### src/rtl/stack_mem_ctrl.sv
// stack_mem_ctrl
//   Stack controller that sits directly in front of a 32x8 data memory. It turns push and pop
//   requests into single memory write or read cycles. It also keeps the stack pointer and the
//   full/empty state. The stack grows downward from BASE to BASE-DEPTH+1.
//   BASE+1 >= DEPTH must hold, so addresses never wrap.
//
// Ports
//   clk, rst              clock (rising edge), synchronous active-high reset
//   push, pop, din        requests, sampled only while ready=1; push wins over pop
//   ready                 high in IDLE only
//   dout, dout_valid      last popped byte (held), one-cycle pulse when it is updated
//   full, empty, err      stack status; err pulses on push-when-full / pop-when-empty
//   mem_adr, mem_data     memory address / write data
//   mem_wen, mem_read     memory write enable (gated by rst) / read enable
//   mem_rdata             combinational memory read data
module stack_mem_ctrl #(
    parameter int unsigned ADR_W  = 5,
    parameter int unsigned DATA_W = 8,
    parameter int unsigned BASE   = 23,
    parameter int unsigned DEPTH  = 8
) (
    input  logic              clk,
    input  logic              rst,
    input  logic              push,
    input  logic              pop,
    input  logic [DATA_W-1:0] din,
    output logic              ready,
    output logic [DATA_W-1:0] dout,
    output logic              dout_valid,
    output logic              full,
    output logic              empty,
    output logic              err,
    output logic [ADR_W-1:0]  mem_adr,
    output logic [DATA_W-1:0] mem_data,
    output logic              mem_wen,
    output logic              mem_read,
    input  logic [DATA_W-1:0] mem_rdata
);

    localparam int unsigned CntW = $clog2(DEPTH + 1);
    localparam logic [ADR_W-1:0] BaseAdr  = ADR_W'(BASE);
    localparam logic [CntW-1:0]  DepthCnt = CntW'(DEPTH);

    typedef enum logic [1:0] {
        StIdle,
        StWrite,
        StRead
    } state_e;

    state_e            state_q, state_d;
    logic [CntW-1:0]   cnt_q, cnt_d;
    logic [DATA_W-1:0] wlatch_q, wlatch_d;
    logic [DATA_W-1:0] dout_q, dout_d;
    logic              dout_valid_q, dout_valid_d;
    logic              err_q, err_d;
    logic              wen_raw;
    logic [ADR_W-1:0]  cnt_adr;

    assign cnt_adr    = ADR_W'(cnt_q);
    assign full       = (cnt_q == DepthCnt);
    assign empty      = (cnt_q == '0);
    assign dout       = dout_q;
    assign dout_valid = dout_valid_q;
    assign err        = err_q;
    // A reset landing on the write cycle must leave memory untouched.
    assign mem_wen    = wen_raw & ~rst;

    always_ff @(posedge clk) begin
        if (rst) begin
            state_q      <= StIdle;
            cnt_q        <= '0;
            wlatch_q     <= '0;
            dout_q       <= '0;
            dout_valid_q <= 1'b0;
            err_q        <= 1'b0;
        end else begin
            state_q      <= state_d;
            cnt_q        <= cnt_d;
            wlatch_q     <= wlatch_d;
            dout_q       <= dout_d;
            dout_valid_q <= dout_valid_d;
            err_q        <= err_d;
        end
    end

    always_comb begin
        state_d      = state_q;
        cnt_d        = cnt_q;
        wlatch_d     = wlatch_q;
        dout_d       = dout_q;
        dout_valid_d = 1'b0;
        err_d        = 1'b0;
        ready        = 1'b0;
        mem_adr      = '0;
        mem_data     = '0;
        wen_raw      = 1'b0;
        mem_read     = 1'b0;

        unique case (state_q)
            StIdle: begin
                ready = 1'b1;
                // Push has priority; a simultaneous pop is dropped without an error.
                if (push) begin
                    if (full) begin
                        err_d = 1'b1;
                    end else begin
                        wlatch_d = din;
                        state_d  = StWrite;
                    end
                end else if (pop) begin
                    if (empty) begin
                        err_d = 1'b1;
                    end else begin
                        state_d = StRead;
                    end
                end
            end
            StWrite: begin
                // Next free slot sits cnt entries below the bottom slot.
                mem_adr  = BaseAdr - cnt_adr;
                mem_data = wlatch_q;
                wen_raw  = 1'b1;
                cnt_d    = cnt_q + CntW'(1);
                state_d  = StIdle;
            end
            StRead: begin
                // Top of stack is the last written slot: BASE-(cnt-1).
                mem_adr      = BaseAdr - cnt_adr + ADR_W'(1);
                mem_read     = 1'b1;
                dout_d       = mem_rdata;
                dout_valid_d = 1'b1;
                cnt_d        = cnt_q - CntW'(1);
                state_d      = StIdle;
            end
            default: begin
                state_d = StIdle;
            end
        endcase
    end

endmodule

### config.mk
export PLATFORM = sky130hd
export DESIGN_NAME = stack_mem_ctrl
export DESIGN_NICKNAME = d
export VERILOG_FILES = /design/src/rtl/stack_mem_ctrl.sv
export SDC_FILE = /design/constraint.sdc
export NUM_CORES = 1
export LEC_CHECK = 0
export CAP_MARGIN = 10
export CELL_PAD_IN_SITES_DETAIL_PLACEMENT = 0
export CELL_PAD_IN_SITES_GLOBAL_PLACEMENT = 2
export CORE_MARGIN = 2
export CORE_UTILIZATION = 26
export CTS_BUF_LIST = sky130_fd_sc_hd__clkbuf_16
export DETAILED_ROUTE_END_ITERATION = 6
export GPL_TIMING_DRIVEN = 0
export HOLD_SLACK_MARGIN = 0.1
export PLACE_DENSITY_LB_ADDON = 0.1
export SETUP_SLACK_MARGIN = 0.2
export SYNTH_ARGS = -nofsm -noshare
export SYNTH_HDL_FRONTEND = slang
export SYNTH_SLANG_ARGS = --single-unit
### constraint.sdc
create_clock -name clk -period 4.85 [get_ports clk]
set_input_delay 0.485 -clock clk [delete_from_list [all_inputs] [get_ports clk]]
set_output_delay 0.485 -clock clk [all_outputs]
set_load 0.03 [all_outputs]
# ---- Yosys cells after proc, flatten, opt, wreduce, memory -nomap -nowiden
# Cells that the tools add are included.
dict set report word_totals {
  register_bits 24
  in_bits 20
  wordCells 40
}
dict set report op_classes {
  add_sub_neg 4
  n_eq_ne 5
  muxes 14
  bitwise 4
  reduce_logical 7
}
# cell count
set ops {}
lappend ops {{$pmux W5 S2} 1}
lappend ops {{$mux W2} 4}
lappend ops {{$mux W8} 1}
lappend ops {{$pmux W4 S2} 1}
lappend ops {{$mux W1} 7}
lappend ops {{$reduce_and A3 Y1} 2}
lappend ops {{$add A5 B1 Y5 const B} 1}
lappend ops {{$sub A5 B4 Y5 const A} 1}
lappend ops {{$add A4 B1 Y4 const B} 1}
lappend ops {{$eq A4 B4 Y1 const B} 1}
lappend ops {{$logic_not A4 Y1} 1}
lappend ops {{$ne A2 B2 Y1 const B} 2}
lappend ops {{$reduce_bool A2 Y1} 2}
lappend ops {{$sub A4 B1 Y4 const B} 1}
lappend ops {{$not A1 Y1} 3}
lappend ops {{$eq A2 B1 Y1 const B} 1}
lappend ops {{$eq A2 B2 Y1 const B} 1}
lappend ops {{$logic_not A2 Y1} 1}
lappend ops {{$reduce_or A2 Y1} 1}
lappend ops {{$and A1 B1 Y1} 1}

# ---- Depth between registers and ports, before layout
dict set report depth {
  depth_word 4
  ltp_mapped 9
  depth_no_buf 8
}

# ---- Worst setup path after synthesis
# No wires, ideal clock.
dict set report synth_path {
  kind {flip-flop to output port}
  start {reg state_q[0]}
  end {out mem_adr[4]}
  arrival_ns 1.759
  required_ns 4.365
  setup_slack_ns 2.606
  stages_incl_launch_ff 7
  path_buffers 2
  cell_sequence {dfxtp_1 -> inv_1 -> ha_1 -> buf_2 -> buf_2 -> o21ai_0 -> a21boi_0}
}
dict set report synth_between {
  elab_chain_len 2
  elab_cells_between_ends 3
  cone_classes {eq/ne (2); mux (1)}
}
# element line_no
set synth_lines {}
lappend synth_lines {{start, declared} 50} ;# state_e state_q, state_d;
lappend synth_lines {{start signal, assigned} 70} ;# state_q <= StIdle;
lappend synth_lines {{start signal, assigned} 77} ;# state_q <= state_d;
lappend synth_lines {{$eq A2 B2 Y1 or $eq A2 B1 Y1 (tied branches)} 99} ;# unique case (state_q)
lappend synth_lines {{$pmux W5 S2 (*)} 99}
lappend synth_lines {{end, declared} 33} ;# output logic [ADR_W-1:0] mem_adr,
# Every way passes the cells marked *; elsewhere a longest branch is shown, timed or not.

# ---- Worst setup path in the final report
# Same ends and word-level chain as after synthesis.

==> summary.md <==
## Status
* **outcome** complete, no violations

## Global routing
* **first-pass GRT wire length** 5060 um
* **maximum number of pins on one net before global-route repair** 15
* **global-route usage over all layers** 0.123
* **antenna violations before repair** 0
* **number of global-route vias before repair** 1,081
* **Congestion Overflow GR** 0

## Clock tree
* **number of hold-repair buffers added at the cts stage** 0
* **maximum level of the CTS H-tree** 1
* **count of buffers added by post-CTS timing repair for setup** 0
* **clock latency on the worst-skew pair** 0.26 ns
* **total clock sinks** 24
* **root buf cell** clkbuf_16
* **number of buffers created by CTS** 3
* **largest buffer count on any clock path** 2
* **TritonCTS clock tree** built
* **post-CTS resize count** 0
* **clock transition at the register clock pins on the worst setup and hold paths after CTS** 0.07 ns

## Pwr
* **PwrDens** 330 nW/um^2
* **Static Leak** 0.708 nW
* **VDD IR max** 0.250 mV

## Yosys
* **mux share of post-synthesis cell area** 0.165
* **synthesized-area fraction occupied by ao, oa, aoi and oai cells** 0.108
* **net count after synthesis** 162
* **list of most frequent post-synthesis cells** nor2_1, dfxtp_1, mux2i_1, and2_1, nor2b_1
* **async set-or-reset flop fraction in the synthesized netlist** 0
* **cell type with the largest total area after synthesis** dfxtp_1
* **Post-Synth Adder-Cell Area** 0.0612
* **average cell area after synthesis** 9.02 sq um
* **parity-gate share of the synthesized area counting xor and xnor cells** 0.0286
* **predominant post-synthesis flop cell** dfxtp_1
* **dominant combinational cell family by area after synthesis** simple AND/OR/NAND/NOR gates
* **number of flip-flops and latches in the synthesized netlist** 24
* **count of cell types in the netlist** 30
* **Synthesis Warnings** 0
* **share of the synthesized area in the top cell type** 0.392
* **area fraction in and, or, nand and nor cells after synthesis** 0.199
* **area of the mapped netlist** 1230 sq um
* **part of the Yosys area used for sequential elements** 0.392
* **number of enable flip-flop cells after synthesis** 0
* **count leader, synth** nor2_1
* **Synth Instances** 136
* **top cells by area in the synthesized netlist** dfxtp_1, mux2i_1, nor2_1

## Worst setup path
* **nature of the critical path endpoint** primary output
* **RR Endpoint** cnt_q[2]
* **Worst Setup Path Type** flip-flop to primary output
* **worst reg-to-reg path cell count** 9
* **delay of the slowest cell on the worst path** 0.70 ns
* **critical path data required time** 4.37 ns
* **FF-to-FF Start** state_q[0]
* **ordered list of cells on the worst path** inv_1 > ha_1 > buf_2 > buf_2 > o21ai_0 > a21boi_0 > clkdlybuf4s50_1
* **Critical-path top delay cell** clkdlybuf4s50_1
* **cell repeated most along the worst path** buf_2
* **largest fanout of any net on the critical path** 10
* **Worst Setup Start Kind** flip-flop
* **worst setup path endpoint** mem_adr[4]
* **worst reg2reg setup slack** 2.97 ns
* **launch point of the worst path** state_q[0]
* **data arrival time at the worst-slack endpoint** 2.39 ns

## Timing
* **setup repair after global routing missed its margin** no
* **fin crit period** 2.88 ns
* **final hold violations** 0
* **achievable frequency** 348 MHz
* **worst rel slew slack** 0.648
* **final-layout setup total negative slack** 0 ns
* **Post-Route Skew** 0.00286 ns
* **Slew Viols, Final** 0
* **final clock period utilization by the worst path** 0.593
* **# setup viols final** 0
* **actual slew at the worst max-slew pin** 0.527 ns

## Drt
* **DRC violation count after routing** 0
* **final wirelength** 3120 um
* **detailed-route vias per instance** 4.61
* **First-pass DRT Iterations** 4
* **antenna-violating nets left** 0
* **count of vias placed by the detailed router** 1,096
* **Starting DRT DRC Count** 61
* **Avg WL per Cell** 13.1 um

## Finish
* **number of antenna diodes** 0
* **Sequential cell area** 480 sq um
* **filler cell count in the final layout** 439
* **finished layout cell area** 1860 sq um
* **layout net count** 213
* **multi-input gate area in the final layout** 689 sq um
* **share of post-route cells with drive strength above 1** 0.0645
* **Area Growth Syn to Fin** 51.4%

## Place
* **dpl hpwl** 2320 um
* **Post-DP Area** 1750 sq um
* **weighted congestion at the end of routability-driven global placement** 0.774
* **number of port buffers** 46

## Floorplan
* **floorplan die area** 5280 sq um
* **core area** 4440 sq um
* **number of standard-cell rows in the floorplan** 24
* **horizontal die dimension** 72.7 um
* **Vert. Die Dim** 72.7 um
* **number of ports placed on the die boundary** 48
* **effective utilization at floorplan** 0.276

## Job
* **number of max-cap violations** 0

## Worst hold path
* **class of the most critical hold timing path** flip-flop to flip-flop

[power breakdown]
group	leakage, nW	switching [mW]	internal (mW)
registers	0.195	0.00938	0.209
clock network	0.0511	0.0749	0.164
logic	0.461	0.0837	0.0709
[per-stage QoR]
stage	power, mW	utilization	cells	setup WS, ns	hold WS, ns
floorplan	0.320	-	136	2.61	0.452
global placement	0.376	0.394	234	2.24	0.464
detailed placement	0.379	0.394	234	2.21	0.475
CTS	0.622	0.418	238	1.92	0.491
global route	0.643	0.418	238	1.85	0.512
finish	0.612	0.418	238	1.97	0.489
[routing by layer]
metal / GRT usage / wire length [um] / up-vias / share of wire
met5: 0 / 0 / - / 0
met3: 0.0470 / 205 / 4 / 0.066
met4: 0.0288 / 30 / 0 / 0.0096
met2: 0.212 / 1460 / 33 / 0.47
li1: - / - / 553 / -
met1: 0.144 / 1430 / 506 / 0.46
[worst min-delay path by stage]
| stage | endpoint | start | depth (start not counted) | slack, ns |
|---|---|---|---|---|
| 2_1_floorplan | wlatch_q[0] | wlatch_q[0] | 2 | 0.45 |
| 3_3_place_gp | wlatch_q[3] | wlatch_q[3] | 2 | 0.46 |
| 3_5_place_dp | wlatch_q[3] | wlatch_q[3] | 2 | 0.47 |
| 4_1_cts | wlatch_q[3] | wlatch_q[3] | 2 | 0.49 |
| 5_1_grt | wlatch_q[7] | wlatch_q[7] | 2 | 0.51 |
| 6_report | wlatch_q[3] | wlatch_q[3] | 2 | 0.49 |
[cell families (layout without fill, tap and decap cells)]
| group | count (synthesis) | in the layout |
|---|---|---|
| AOI/OAI and AO/OA | 18 | 18 |
| xor gates and xnor gates | 4 | 4 |
| adders and majority gates | 6 | 6 |
| buffers and inverters | 14 | 64 |
| DFF | 24 | 24 |
| muxes | 20 | 20 |
| and+or+nand+nor | 50 | 50 |
[state kept, by name, summed over array words and instances (netlist names)]
register    cells
err             1
dout            8
wlatch_q        8
cnt_q           4
state_q         2
dout_valid      1
[cells in the final DEF, fill, tap and decap left out, drive strengths merged, types with 6 or more instances in the layout]
| master | n |
|---|---|
| nor2 | 25 |
| clkdlybuf4s50 | 46 |
| mux2i | 18 |
| nor2b | 9 |
| a21oi | 6 |
| inv | 6 |
| dfxtp | 24 |
| clkbuf | 8 |
| ha | 6 |
| and2 | 8 |
[critical path: cells and delay by family, from the launching register on]
| kind | cells | cell delay, ns |
|---|---|---|
| flip-flops | 1 | 0.32 |
| adder cells (fa/ha/maj) | 1 | 0.16 |
| AO/OA/AOI/OAI | 2 | 0.34 |
| buffers and inverters | 4 | 1.31 |
[layout make-up]
cell class	count	share of cell area
multi-input combinational	98	0.371
sequential	24	0.259
timing repair buffer	46	0.248
clock buffer	3	0.0404
tap	52	0.0350
buffer	8	0.0182
clock inverter	1	0.0162
inverter	6	0.0121
Power figures use the tool's default switching activity.
